[config.mk]
export PLATFORM = sky130hd
export DESIGN_NAME = ex_alu_bjp_rslv_flat
export DESIGN_NICKNAME = d
export VERILOG_FILES = /design/src/rtl/ex_alu_bjp_rslv_pkg.sv /design/src/rtl/ex_alu_bjp_rslv_if.sv /design/src/rtl/ex_bjp_cmp.sv /design/src/rtl/ex_alu_bjp_rslv.sv /design/src/flat_wrapper.sv
export SDC_FILE = /design/constraint.sdc
export NUM_CORES = 1
export LEC_CHECK = 0
export CAP_MARGIN = 40
export CORE_ASPECT_RATIO = 0.7
export CORE_MARGIN = 3
export CORE_UTILIZATION = 50
export CTS_BUF_LIST = sky130_fd_sc_hd__clkbuf_4 sky130_fd_sc_hd__clkbuf_8
export DETAILED_ROUTE_END_ITERATION = 8
export GPL_TIMING_DRIVEN = 0
export PLACE_DENSITY = 0.89
export SLEW_MARGIN = 30
export SYNTH_ARGS = -nofsm -noshare
export SYNTH_HDL_FRONTEND = slang
export SYNTH_HIERARCHICAL = 1
export SYNTH_SLANG_ARGS = --single-unit
[constraint.sdc]
create_clock -name clk -period 7.5 [get_ports clk]
set_input_delay 0.75 -clock clk [delete_from_list [all_inputs] [get_ports clk]]
set_output_delay 0.75 -clock clk [all_outputs]
set_load 0.01 [all_outputs]
[src/rtl/ex_alu_bjp_rslv_pkg.sv]
// Shared types and compare opcodes for the branch/jump resolve unit.
package ex_bjp_pkg;

  localparam logic [2:0] BJP_CMP_EQ  = 3'd0;
  localparam logic [2:0] BJP_CMP_NE  = 3'd1;
  localparam logic [2:0] BJP_CMP_LT  = 3'd2;
  localparam logic [2:0] BJP_CMP_GE  = 3'd3;
  localparam logic [2:0] BJP_CMP_LTU = 3'd4;
  localparam logic [2:0] BJP_CMP_GEU = 3'd5;

  typedef struct packed {
    logic bjp;
    logic prdt;
    logic rslv;
    logic mispred;
    logic mret;
    logic dret;
    logic fencei;
  } bjp_pay_t;

endpackage

[src/rtl/ex_alu_bjp_rslv_if.sv]
// Request/result bundle of the branch/jump resolve unit.
// E203_BJP_PERF_CNT_EN adds the performance counter signals.
interface ex_alu_bjp_rslv_if #(
  parameter int XLEN    = 32,
  parameter int PC_SIZE = 32,
  parameter int CNT_W   = 16
);
  logic               i_valid;
  logic               i_ready;
  logic [XLEN-1:0]    i_rs1;
  logic [XLEN-1:0]    i_rs2;
  logic [XLEN-1:0]    i_imm;
  logic [PC_SIZE-1:0] i_pc;
  logic [2:0]         i_cmp_op;
  logic               i_bxx;
  logic               i_jump;
  logic               i_rv32;
  logic               i_bprdt;
  logic               i_mret;
  logic               i_dret;
  logic               i_fencei;
  logic               o_valid;
  logic               o_ready;
  logic               o_cmt_bjp;
  logic               o_cmt_prdt;
  logic               o_cmt_rslv;
  logic               o_cmt_mispred;
  logic               o_cmt_mret;
  logic               o_cmt_dret;
  logic               o_cmt_fencei;
  logic [PC_SIZE-1:0] o_cmt_tgt;
  logic [XLEN-1:0]    o_wbck_wdat;
  logic               o_wbck_err;
`ifdef E203_BJP_PERF_CNT_EN
  logic [CNT_W-1:0]   o_cnt_bjp;
  logic [CNT_W-1:0]   o_cnt_mispred;
  logic               i_cnt_clr;
`else
  localparam int unused_cnt_w = CNT_W;
`endif

  modport master (
`ifdef E203_BJP_PERF_CNT_EN
    output i_cnt_clr,
    input  o_cnt_bjp, o_cnt_mispred,
`endif
    output i_valid, i_rs1, i_rs2, i_imm, i_pc,
    output i_cmp_op, i_bxx, i_jump, i_rv32,
    output i_bprdt, i_mret, i_dret, i_fencei,
    output o_ready,
    input  i_ready, o_valid,
    input  o_cmt_bjp, o_cmt_prdt, o_cmt_rslv,
    input  o_cmt_mispred, o_cmt_mret, o_cmt_dret,
    input  o_cmt_fencei, o_cmt_tgt,
    input  o_wbck_wdat, o_wbck_err
  );

  modport slave (
`ifdef E203_BJP_PERF_CNT_EN
    input  i_cnt_clr,
    output o_cnt_bjp, o_cnt_mispred,
`endif
    input  i_valid, i_rs1, i_rs2, i_imm, i_pc,
    input  i_cmp_op, i_bxx, i_jump, i_rv32,
    input  i_bprdt, i_mret, i_dret, i_fencei,
    input  o_ready,
    output i_ready, o_valid,
    output o_cmt_bjp, o_cmt_prdt, o_cmt_rslv,
    output o_cmt_mispred, o_cmt_mret, o_cmt_dret,
    output o_cmt_fencei, o_cmt_tgt,
    output o_wbck_wdat, o_wbck_err
  );

endinterface

[src/rtl/ex_bjp_cmp.sv]
// Dedicated branch comparator; reserved opcodes resolve to not-taken.
module ex_bjp_cmp
  import ex_bjp_pkg::*;
#(
  parameter int XLEN = 32
) (
  input  logic [XLEN-1:0] rs1,
  input  logic [XLEN-1:0] rs2,
  input  logic [2:0]      op,
  output logic            cmp
);

  logic eq;
  logic lt;
  logic ltu;

  assign eq  = (rs1 == rs2);
  assign lt  = ($signed(rs1) < $signed(rs2));
  assign ltu = (rs1 < rs2);

  always_comb begin
    cmp = 1'b0;
    case (op)
      BJP_CMP_EQ:  cmp = eq;
      BJP_CMP_NE:  cmp = !eq;
      BJP_CMP_LT:  cmp = lt;
      BJP_CMP_GE:  cmp = !lt;
      BJP_CMP_LTU: cmp = ltu;
      BJP_CMP_GEU: cmp = !ltu;
      default:     cmp = 1'b0;
    endcase
  end

endmodule

[src/rtl/ex_alu_bjp_rslv.sv]
// Branch/jump resolve unit with one registered output stage.
// E203_BJP_PERF_CNT_EN enables saturating bjp/mispredict counters.
module ex_alu_bjp_rslv
  import ex_bjp_pkg::*;
#(
  parameter int XLEN    = 32,
  parameter int PC_SIZE = 32,
  parameter int CNT_W   = 16
) (
  input logic              clk,
  input logic              rst,
  ex_alu_bjp_rslv_if.slave bus
);

  logic               cmp;
  logic               acc;
  bjp_pay_t           pay_d;
  bjp_pay_t           pay_q;
  logic               vld_q;
  logic [PC_SIZE-1:0] link_pc;
  logic [PC_SIZE-1:0] tgt_d;
  logic [PC_SIZE-1:0] tgt_q;
  logic [XLEN-1:0]    wdat_d;
  logic [XLEN-1:0]    wdat_q;

  ex_bjp_cmp #(.XLEN(XLEN)) u_cmp (
    .rs1 (bus.i_rs1),
    .rs2 (bus.i_rs2),
    .op  (bus.i_cmp_op),
    .cmp (cmp)
  );

  assign bus.i_ready = !vld_q | bus.o_ready;
  assign acc = bus.i_valid & bus.i_ready;

  always_comb begin
    pay_d         = '0;
    pay_d.bjp     = bus.i_bxx | bus.i_jump;
    pay_d.prdt    = bus.i_bprdt;
    pay_d.rslv    = bus.i_jump | (bus.i_bxx & cmp);
    pay_d.mispred = pay_d.bjp & (pay_d.rslv ^ bus.i_bprdt);
    pay_d.mret    = bus.i_mret;
    pay_d.dret    = bus.i_dret;
    pay_d.fencei  = bus.i_fencei;
  end

  // Own adders: address wrap at 2^PC_SIZE is silent
  assign link_pc = bus.i_pc
                 + (bus.i_rv32 ? PC_SIZE'(4) : PC_SIZE'(2));
  assign tgt_d   = bus.i_pc + bus.i_imm[PC_SIZE-1:0];
  assign wdat_d  = XLEN'(link_pc);

  always_ff @(posedge clk) begin
    if (rst) begin
      vld_q  <= 1'b0;
      pay_q  <= '0;
      tgt_q  <= '0;
      wdat_q <= '0;
    end else if (acc) begin
      vld_q  <= 1'b1;
      pay_q  <= pay_d;
      tgt_q  <= tgt_d;
      wdat_q <= wdat_d;
    end else if (bus.o_ready) begin
      vld_q  <= 1'b0;
    end
  end

  assign bus.o_valid       = vld_q;
  assign bus.o_cmt_bjp     = pay_q.bjp;
  assign bus.o_cmt_prdt    = pay_q.prdt;
  assign bus.o_cmt_rslv    = pay_q.rslv;
  assign bus.o_cmt_mispred = pay_q.mispred;
  assign bus.o_cmt_mret    = pay_q.mret;
  assign bus.o_cmt_dret    = pay_q.dret;
  assign bus.o_cmt_fencei  = pay_q.fencei;
  assign bus.o_cmt_tgt     = tgt_q;
  assign bus.o_wbck_wdat   = wdat_q;
  assign bus.o_wbck_err    = 1'b0;

`ifdef E203_BJP_PERF_CNT_EN
  logic             hs;
  logic [CNT_W-1:0] cnt_bjp;
  logic [CNT_W-1:0] cnt_mis;

  assign hs = vld_q & bus.o_ready;

  // Clear wins over a same-cycle increment
  always_ff @(posedge clk) begin
    if (rst | bus.i_cnt_clr) begin
      cnt_bjp <= '0;
      cnt_mis <= '0;
    end else if (hs) begin
      if (pay_q.bjp && (cnt_bjp != '1))
        cnt_bjp <= cnt_bjp + CNT_W'(1);
      if (pay_q.mispred && (cnt_mis != '1))
        cnt_mis <= cnt_mis + CNT_W'(1);
    end
  end

  assign bus.o_cnt_bjp     = cnt_bjp;
  assign bus.o_cnt_mispred = cnt_mis;
`else
  localparam int unused_cnt_w = CNT_W;
`endif

endmodule

[src/flat_wrapper.sv]
// flat-port wrapper written by rule: the top's interface ports become plain ports
module ex_alu_bjp_rslv_flat import ex_bjp_pkg::*;
#(
  parameter int XLEN    = 32,
  parameter int PC_SIZE = 32,
  parameter int CNT_W   = 16
)
  (clk, rst, bus_i_valid, bus_i_rs1, bus_i_rs2, bus_i_imm, bus_i_pc, bus_i_cmp_op, bus_i_bxx, bus_i_jump, bus_i_rv32, bus_i_bprdt, bus_i_mret, bus_i_dret, bus_i_fencei, bus_o_ready, bus_i_ready, bus_o_valid, bus_o_cmt_bjp, bus_o_cmt_prdt, bus_o_cmt_rslv, bus_o_cmt_mispred, bus_o_cmt_mret, bus_o_cmt_dret, bus_o_cmt_fencei, bus_o_cmt_tgt, bus_o_wbck_wdat, bus_o_wbck_err);
  ex_alu_bjp_rslv_if #(.XLEN(XLEN), .PC_SIZE(PC_SIZE), .CNT_W(CNT_W)) bus_i ();
  input logic clk;
  input logic rst;
  input wire logic [$bits(bus_i.i_valid)-1:0] bus_i_valid;
  input wire logic [$bits(bus_i.i_rs1)-1:0] bus_i_rs1;
  input wire logic [$bits(bus_i.i_rs2)-1:0] bus_i_rs2;
  input wire logic [$bits(bus_i.i_imm)-1:0] bus_i_imm;
  input wire logic [$bits(bus_i.i_pc)-1:0] bus_i_pc;
  input wire logic [$bits(bus_i.i_cmp_op)-1:0] bus_i_cmp_op;
  input wire logic [$bits(bus_i.i_bxx)-1:0] bus_i_bxx;
  input wire logic [$bits(bus_i.i_jump)-1:0] bus_i_jump;
  input wire logic [$bits(bus_i.i_rv32)-1:0] bus_i_rv32;
  input wire logic [$bits(bus_i.i_bprdt)-1:0] bus_i_bprdt;
  input wire logic [$bits(bus_i.i_mret)-1:0] bus_i_mret;
  input wire logic [$bits(bus_i.i_dret)-1:0] bus_i_dret;
  input wire logic [$bits(bus_i.i_fencei)-1:0] bus_i_fencei;
  input wire logic [$bits(bus_i.o_ready)-1:0] bus_o_ready;
  output wire logic [$bits(bus_i.i_ready)-1:0] bus_i_ready;
  output wire logic [$bits(bus_i.o_valid)-1:0] bus_o_valid;
  output wire logic [$bits(bus_i.o_cmt_bjp)-1:0] bus_o_cmt_bjp;
  output wire logic [$bits(bus_i.o_cmt_prdt)-1:0] bus_o_cmt_prdt;
  output wire logic [$bits(bus_i.o_cmt_rslv)-1:0] bus_o_cmt_rslv;
  output wire logic [$bits(bus_i.o_cmt_mispred)-1:0] bus_o_cmt_mispred;
  output wire logic [$bits(bus_i.o_cmt_mret)-1:0] bus_o_cmt_mret;
  output wire logic [$bits(bus_i.o_cmt_dret)-1:0] bus_o_cmt_dret;
  output wire logic [$bits(bus_i.o_cmt_fencei)-1:0] bus_o_cmt_fencei;
  output wire logic [$bits(bus_i.o_cmt_tgt)-1:0] bus_o_cmt_tgt;
  output wire logic [$bits(bus_i.o_wbck_wdat)-1:0] bus_o_wbck_wdat;
  output wire logic [$bits(bus_i.o_wbck_err)-1:0] bus_o_wbck_err;
  assign bus_i.i_valid = bus_i_valid;
  assign bus_i.i_rs1 = bus_i_rs1;
  assign bus_i.i_rs2 = bus_i_rs2;
  assign bus_i.i_imm = bus_i_imm;
  assign bus_i.i_pc = bus_i_pc;
  assign bus_i.i_cmp_op = bus_i_cmp_op;
  assign bus_i.i_bxx = bus_i_bxx;
  assign bus_i.i_jump = bus_i_jump;
  assign bus_i.i_rv32 = bus_i_rv32;
  assign bus_i.i_bprdt = bus_i_bprdt;
  assign bus_i.i_mret = bus_i_mret;
  assign bus_i.i_dret = bus_i_dret;
  assign bus_i.i_fencei = bus_i_fencei;
  assign bus_i.o_ready = bus_o_ready;
  assign bus_i_ready = bus_i.i_ready;
  assign bus_o_valid = bus_i.o_valid;
  assign bus_o_cmt_bjp = bus_i.o_cmt_bjp;
  assign bus_o_cmt_prdt = bus_i.o_cmt_prdt;
  assign bus_o_cmt_rslv = bus_i.o_cmt_rslv;
  assign bus_o_cmt_mispred = bus_i.o_cmt_mispred;
  assign bus_o_cmt_mret = bus_i.o_cmt_mret;
  assign bus_o_cmt_dret = bus_i.o_cmt_dret;
  assign bus_o_cmt_fencei = bus_i.o_cmt_fencei;
  assign bus_o_cmt_tgt = bus_i.o_cmt_tgt;
  assign bus_o_wbck_wdat = bus_i.o_wbck_wdat;
  assign bus_o_wbck_err = bus_i.o_wbck_err;
  ex_alu_bjp_rslv #(.XLEN(XLEN), .PC_SIZE(PC_SIZE), .CNT_W(CNT_W)) u_core (.clk(clk), .rst(rst), .bus(bus_i));
endmodule
==> results_dict.tcl, run 1 <==
set metrics [dict create \
    status "completed" \
    grt_max_degree 16 \
    clock-root-buffer "clkbuf_8" \
    viasPerCell 5.76 \
    maxSlewHeadroom_pct 51.2 \
    dr.pass1.iters 5 \
    dp_cells 1116 \
    busiest_layer "met2" \
    final_core_utilization_pct 74.6 \
    clock_sinks 72 \
    cts_buffers 9 \
    max_freq_mhz 300 \
    synth_area_um2 5810 \
    rrSetupSlack_ns 5.41 \
    setup_viol 0 \
    synth-main-ff-cell "dfxtp_1" \
    num-fill-cells 871 \
    grt_use_total_pct 30.3 \
    period_share_pct 44.5 \
    fp.dieW_um 135 \
    synth_edf_count 0 \
    synth_most_common_cell "nand2_1" \
    seqCellArea_um2 1440 \
    area_growth_pct 43.3 \
    synth.distinct_cells 75 \
    core-area_um2 11200 \
    rr_endpoint "u_core/bus.o_cmt_tgt[25]$_SDFFE_PP0P_" \
    synth_largest_area_cell "dfxtp_1" \
    holdPathEnd "u_core/bus.o_cmt_tgt[5]$_SDFFE_PP0P_" \
    maxSlewViolCount 0 \
    clk_latency_ns 0.36 \
    final_antenna_net_count 0 \
    synth_nets 958 \
    hold_violations 0 \
    h-tree-depth 3 \
    maxCapViolCount 0 \
    vias 6520 \
    wire_per_inst_um 18.1 \
    antenna_found_initial 0 \
    startpoint_type "input pin" \
    synth_common_cells "nand2_1, dfxtp_1, a21oi_1, ha_1, nor2_1" \
    std_cell_rows 32 \
    path_max_fanout 4 \
    synthCells 749 \
    grt_pass1_wl_mm 30.9 \
    drt_iter0_drc 584 \
    cp-end-kind "flip-flop" \
    cp_cell_sequence "clkdlybuf4s50_1 > inv_1 > ha_1 > nand4_1 > or4_4 > nor4_4 > xnor2_1 > nor3_2 > a211oi_1 > o21ai_1 > a21oi_1 > nor2_1 > nor3_1 > nor3_1" \
    clockBufferDepth 2 \
    hold_class "reg2reg" \
    max_stage_delay_ns 0.59 \
    post-dp-hpwl_mm 16.7 \
    wl_mm 20.5 \
    tightest_slew_ns 0.732 \
    port_buffers 214 \
    ys_ff_latch 72 \
    synth_warnings 6 \
    p_per_area_nw_per_um2 148 \
    global_route.usage.met2_pct 49.3 \
    synth_top_area_share_pct 24.8 \
    min_period_ns 3.33 \
    r2r-start "u_core/bus.o_valid$_SDFFE_PP0P_" \
    final_nets 1183 \
    ir_drop_mv 0.170 \
    multi_input_area_um2 4050 \
    gp_congestion 0.974 \
    grt_pass1_vias 6073 \
    die_area_um2 13000 \
    critical_path_required_ns 7.72 \
    rr_worst_depth 6 \
    die_h_um 96.2 \
    ys_seq_area_share_pct 24.8 \
    cts_hold_buf 0 \
    critical_path_arrival_ns 3.56 \
    async_flop_share_pct 0 \
    postCtsSetupRepairBufs 0 \
    rsz0062_at_grt "false" \
    slowest_stage "or4_4" \
    drc 0 \
    place_ws_ns 3.77 \
    path_common_cell "nor3_1" \
    use_met1_pct 40.4 \
    holdCritStartpoint "u_core/bus.o_cmt_tgt[5]$_SDFFE_PP0P_" \
    final_layout_size_suffix_gt1_share_pct 4.49 \
    critPathKind "in2reg" \
    tns_ns 0 \
    layout.cells.non_filler 1132 \
    p_leak_nw 3.40 \
    cts_tree "built" \
    holdWs_ns 0.457 \
    met3_usage_pct 7.68 \
    cts_resized 0 \
    diodes 0 \
    clk_pin_slew_ns 0.09 \
    avgSynthCellArea_um2 7.76 \
    layout_setup_ws_ns 4.17 \
    ios 216 \
    synthTopCellsByArea "dfxtp_1, ha_1, a21oi_1" \
    grt_overflow 0 \
    whs_path_depth 2 \
    initial_core_util_pct 52.0 \
    fin_skew_ns 0.00913 \
]
-- sequential cells by signal, summed over array words and instances (netlist names) --
register,count
u_core/bus.o_cmt_bjp,1
u_core/bus.o_cmt_dret,1
u_core/bus.o_cmt_fencei,1
u_core/bus.o_cmt_mispred,1
u_core/bus.o_cmt_mret,1
u_core/bus.o_cmt_prdt,1
u_core/bus.o_cmt_rslv,1
u_core/bus.o_cmt_tgt,32
u_core/bus.o_valid,1
u_core/bus.o_wbck_wdat,32
-- per-layer routing --
metal  share of wire (%)  vias up  routed length (um)
met2                  44      336                9060
met3                  10       27                2130
met5                   0        -                   0
met4                 1.6        0                 321
met1                  44     3002                8960
li1                    -     3155                   -
-- layout by cell type (no fill, tap or decap), types with 19 or more instances in the layout --
cell type and instances:
ha_1 65, nand3_1 21, o21ai_0 42, nand4_1 19, clkbuf_1 21, xnor2_1 30, nor2_1 65, xor2_1 19
inv_1 48, a21oi_1 68, nand2_1 86, a211oi_1 35, clkdlybuf4s50_1 214, dfxtp_1 72
-- where the power goes --
| part | switching [mW] | total, mW | internal, mW | leakage, nW |
|---|---|---|---|---|
| registers | 0.0190 | 0.436 | 0.417 | 0.596 |
| logic | 0.251 | 0.495 | 0.245 | 2.71 |
| clock network | 0.173 | 0.300 | 0.127 | 0.0892 |
| total | 0.443 | 1.23 | 0.789 | 3.40 |
-- worst max-delay path by stage --
stage	slack [ns]	start	endpoint
after floorplan	4.58	bus_i_rs2[31]	u_core/bus.o_cmt_mispred$_SDFFE_PP0P_
after global placement	3.81	bus_i_rs2[31]	u_core/bus.o_cmt_mispred$_SDFFE_PP0P_
after detailed placement	3.77	bus_i_rs2[31]	u_core/bus.o_cmt_mispred$_SDFFE_PP0P_
after CTS	4.17	bus_i_rs2[31]	u_core/bus.o_cmt_mispred$_SDFFE_PP0P_
after global routing	3.95	bus_i_rs2[31]	u_core/bus.o_cmt_mispred$_SDFFE_PP0P_
final	4.17	bus_i_rs2[31]	u_core/bus.o_cmt_mispred$_SDFFE_PP0P_
-- logic make-up after synthesis --
group	count (synthesis)	share of synthesized area, %
buffers and inverters	79	5.51
DFF	72	24.8
other	1	0.0645
AOI/OAI and AO/OA	217	24.7
and+or+nand+nor	261	22.3
muxes	3	0.538
xor gates and xnor gates	49	7.38
adders and majority gates	67	14.7
-- worst max-delay path: cells and delay by family --
family / cells / cell delay [ns]
buffers and inverters: 2 / 0.49
adders and majority gates: 1 / 0.34
and+or+nand+nor: 7 / 1.30
AOI/OAI and AO/OA: 3 / 0.51
xor gates and xnor gates: 1 / 0.17
-- per-stage QoR --
step	area, um^2	total power [mW]
final	8330	1.23
after global routing	8330	1.30
after CTS	8330	1.23
after detailed placement	8150	0.929
after global placement	8150	0.920
after floorplan	5810	0.698
-- layout make-up --
cell class | count | share of cell area (%)
Multi-Input combinational cell | 598 | 48.6
Timing Repair Buffer | 214 | 25.7
Sequential cell | 72 | 17.3
Tap cell | 153 | 2.30
Inverter | 48 | 2.16
Buffer | 31 | 1.68
Clock buffer | 9 | 1.49
Clock inverter | 7 | 0.736
(Power assumes the default switching activity.)
==> run 2, diff against run 1 <==
--- a/config.mk
+++ b/config.mk
@@ -8,11 +8,11 @@
 export CAP_MARGIN = 40
 export CORE_ASPECT_RATIO = 0.7
 export CORE_MARGIN = 3
-export CORE_UTILIZATION = 50
+export CORE_UTILIZATION = 42
 export CTS_BUF_LIST = sky130_fd_sc_hd__clkbuf_4 sky130_fd_sc_hd__clkbuf_8
 export DETAILED_ROUTE_END_ITERATION = 8
 export GPL_TIMING_DRIVEN = 0
-export PLACE_DENSITY = 0.89
+export PLACE_DENSITY = 0.8
 export SLEW_MARGIN = 30
 export SYNTH_ARGS = -nofsm -noshare
 export SYNTH_HDL_FRONTEND = slang
==> constraint.sdc (replaced) <==
create_clock -name clk -period 2.8 [get_ports clk]
set_input_delay 0.28 -clock clk [delete_from_list [all_inputs] [get_ports clk]]
set_output_delay 0.28 -clock clk [all_outputs]
set_load 0.01 [all_outputs]
==> run 2 against run 1 <==
Net effect: cell area is 1.5% higher; final cell count is 2.9% higher; worst setup slack worse by 4.0 ns; combinational power rose to 2.7 times the previous value; largest power group unchanged; utilization is 11 points lower; global-route usage decreased by 4.9 points; non-clock buffer count up 1; wire length decreased by 1.9%; hold slack worse by 0.0037 ns.
==> results_dict.tcl, run 2 (synthesized netlist as in run 1, its figures left out) <==
set metrics [dict create \
    status "completed" \
    ir_drop_mv 0.331 \
    grt_max_degree 16 \
    grt_overflow 0 \
    core-area_um2 13400 \
    fin_skew_ns 0.00930 \
    finalPower_mw 3.31 \
    p_per_area_nw_per_um2 391 \
    period_share_pct 95.1 \
    path_max_fanout 3 \
    tns_ns 0 \
    vias 6422 \
    holdWs_ns 0.454 \
    area_growth_pct 45.5 \
    place_ws_ns -0.416 \
    diodes 0 \
    rsz0062_at_grt "true" \
    min_period_ns 2.66 \
    hold_violations 0 \
    wl_met1_mm 9.70 \
    maxCapViolCount 0 \
    cp-end-kind "flip-flop" \
    drc 0 \
    layout_setup_ws_ns 0.137 \
    final_layout_size_suffix_gt1_share_pct 5.82 \
    max_stage_delay_ns 0.58 \
    path_common_cell "nor3_1" \
    grt_pass1_wl_mm 31.3 \
    wl_mm 20.1 \
    dr.pass1.iters 5 \
    h-tree-depth 3 \
    critPathKind "in2reg" \
    p_leak_nw 3.42 \
    clock-root-buffer "clkbuf_8" \
    cts_buffers 9 \
    final_nets 1184 \
    die_h_um 104 \
    die_area_um2 15300 \
    grt_pass1_vias 5892 \
    critical_path_arrival_ns 2.97 \
    slowest_stage "or4_4" \
    max_freq_mhz 376 \
    critical_path_required_ns 3.11 \
    cts_tree "built" \
    wire_per_inst_um 17.2 \
    startpoint_type "input pin" \
    cp_cell_sequence "clkdlybuf4s50_1 > inv_2 > ha_4 > nand4_1 > or4_4 > nor4_4 > xnor2_1 > nor3_2 > a211oi_1 > o21ai_1 > nor4bb_2 > nor3_1 > nor3_1" \
    ios 216 \
    maxSlewHeadroom_pct 53.4 \
    fp.dieW_um 147 \
    final_antenna_net_count 0 \
    dr_wl_met2_mm 8.62 \
    clk_pin_slew_ns 0.09 \
    post-dp-hpwl_mm 16.4 \
    initial_core_util_pct 43.5 \
    tightest_slew_ns 0.698 \
    layout_common_cells "clkdlybuf4s50_1, nand2_1, dfxtp_1" \
    setup_viol 0 \
    path_delay_family "simple AND/OR/NAND/NOR gates" \
    wl_met3_mm 1.56 \
    num-fill-cells 1192 \
    layout_commonest_cell "clkdlybuf4s50_1" \
    path_buf_inv 2 \
    clk_latency_ns 0.37 \
    maxSlewViolCount 0 \
    port_buffers 214 \
    viasPerCell 5.51 \
    drt_iter0_drc 530 \
    highest_layer "met4" \
    cts_hold_buf 0 \
    clockBufferDepth 2 \
    hold_class "in2reg" \
    antenna_found_initial 0 \
    std_cell_rows 35 \
    grt_use_total_pct 25.4 \
    clock_sinks 72 \
    gp_congestion 0.952 \
]
==> run 2: final timing paths <==
path	start	to	slack, ns	depth (start not counted)
setup / recovery	bus_i_rs2[25]	u_core/bus.o_cmt_mispred$_SDFFE_PP0P_	0.14	13
hold / removal	bus_i_mret	u_core/bus.o_cmt_mret$_SDFFE_PP0P_	0.45	3
setup reg to reg	u_core/bus.o_valid$_SDFFE_PP0P_	u_core/bus.o_cmt_tgt[25]$_SDFFE_PP0P_	0.73	6
hold reg to reg	u_core/bus.o_cmt_tgt[14]$_SDFFE_PP0P_	u_core/bus.o_cmt_tgt[14]$_SDFFE_PP0P_	0.46	2
==> run 2: layout make-up <==
cell class,count,area [um^2],share of cell area [%]
multi-input combinational,598,4120,48.8
timing repair buffer,215,2150,25.5
sequential,72,1440,17.0
tap,185,231,2.74
inverter,48,180,2.13
buffer,31,140,1.66
clock buffer,9,124,1.46
clock inverter,7,61.3,0.725
==> run 2: per-stage QoR <==
stage / util (%) / cells / cell area [um^2]
6_report: 63.3 / 1165 / 8460
3_5_place_dp: 61.3 / 1148 / 8190
3_3_place_gp: 61.3 / 1148 / 8190
2_1_floorplan: - / 749 / 5810
4_1_cts: 62.7 / 1164 / 8380
5_1_grt: 63.3 / 1165 / 8460
==> run 2: what timing repair did <==
action / in CTS / in global routing
gates cloned: 0 / 0
setup buffers: 0 / 1
pin swaps: 0 / 6
gates resized for setup: 1 / 13
setup endpoints to repair: 1 / 2
==> run 2: metal layers <==
layer	track usage (%)	vias to the layer above
met1	37.8	2969
met5	0	-
met4	4.09	0
met2	37.6	281
met3	6.10	22
li1	-	3150
==> run 2: worst reg2reg max path: stages (launching register included) <==
cell and delay (ns):
dfxtp_1 0.32, nand2b_1 0.13, and2_1 0.14, clkbuf_1 0.38
nand2b_1 0.35, or4_1 0.59, nand3_1 0.10
==> run 2: report_power, final <==
| part | total, mW | internal (mW) | switching (mW) | leakage (nW) |
|---|---|---|---|---|
| Clock | 0.807 | 0.340 | 0.468 | 0.0892 |
| Combinational | 1.33 | 0.661 | 0.668 | 2.74 |
| Sequential | 1.17 | 1.12 | 0.0516 | 0.596 |
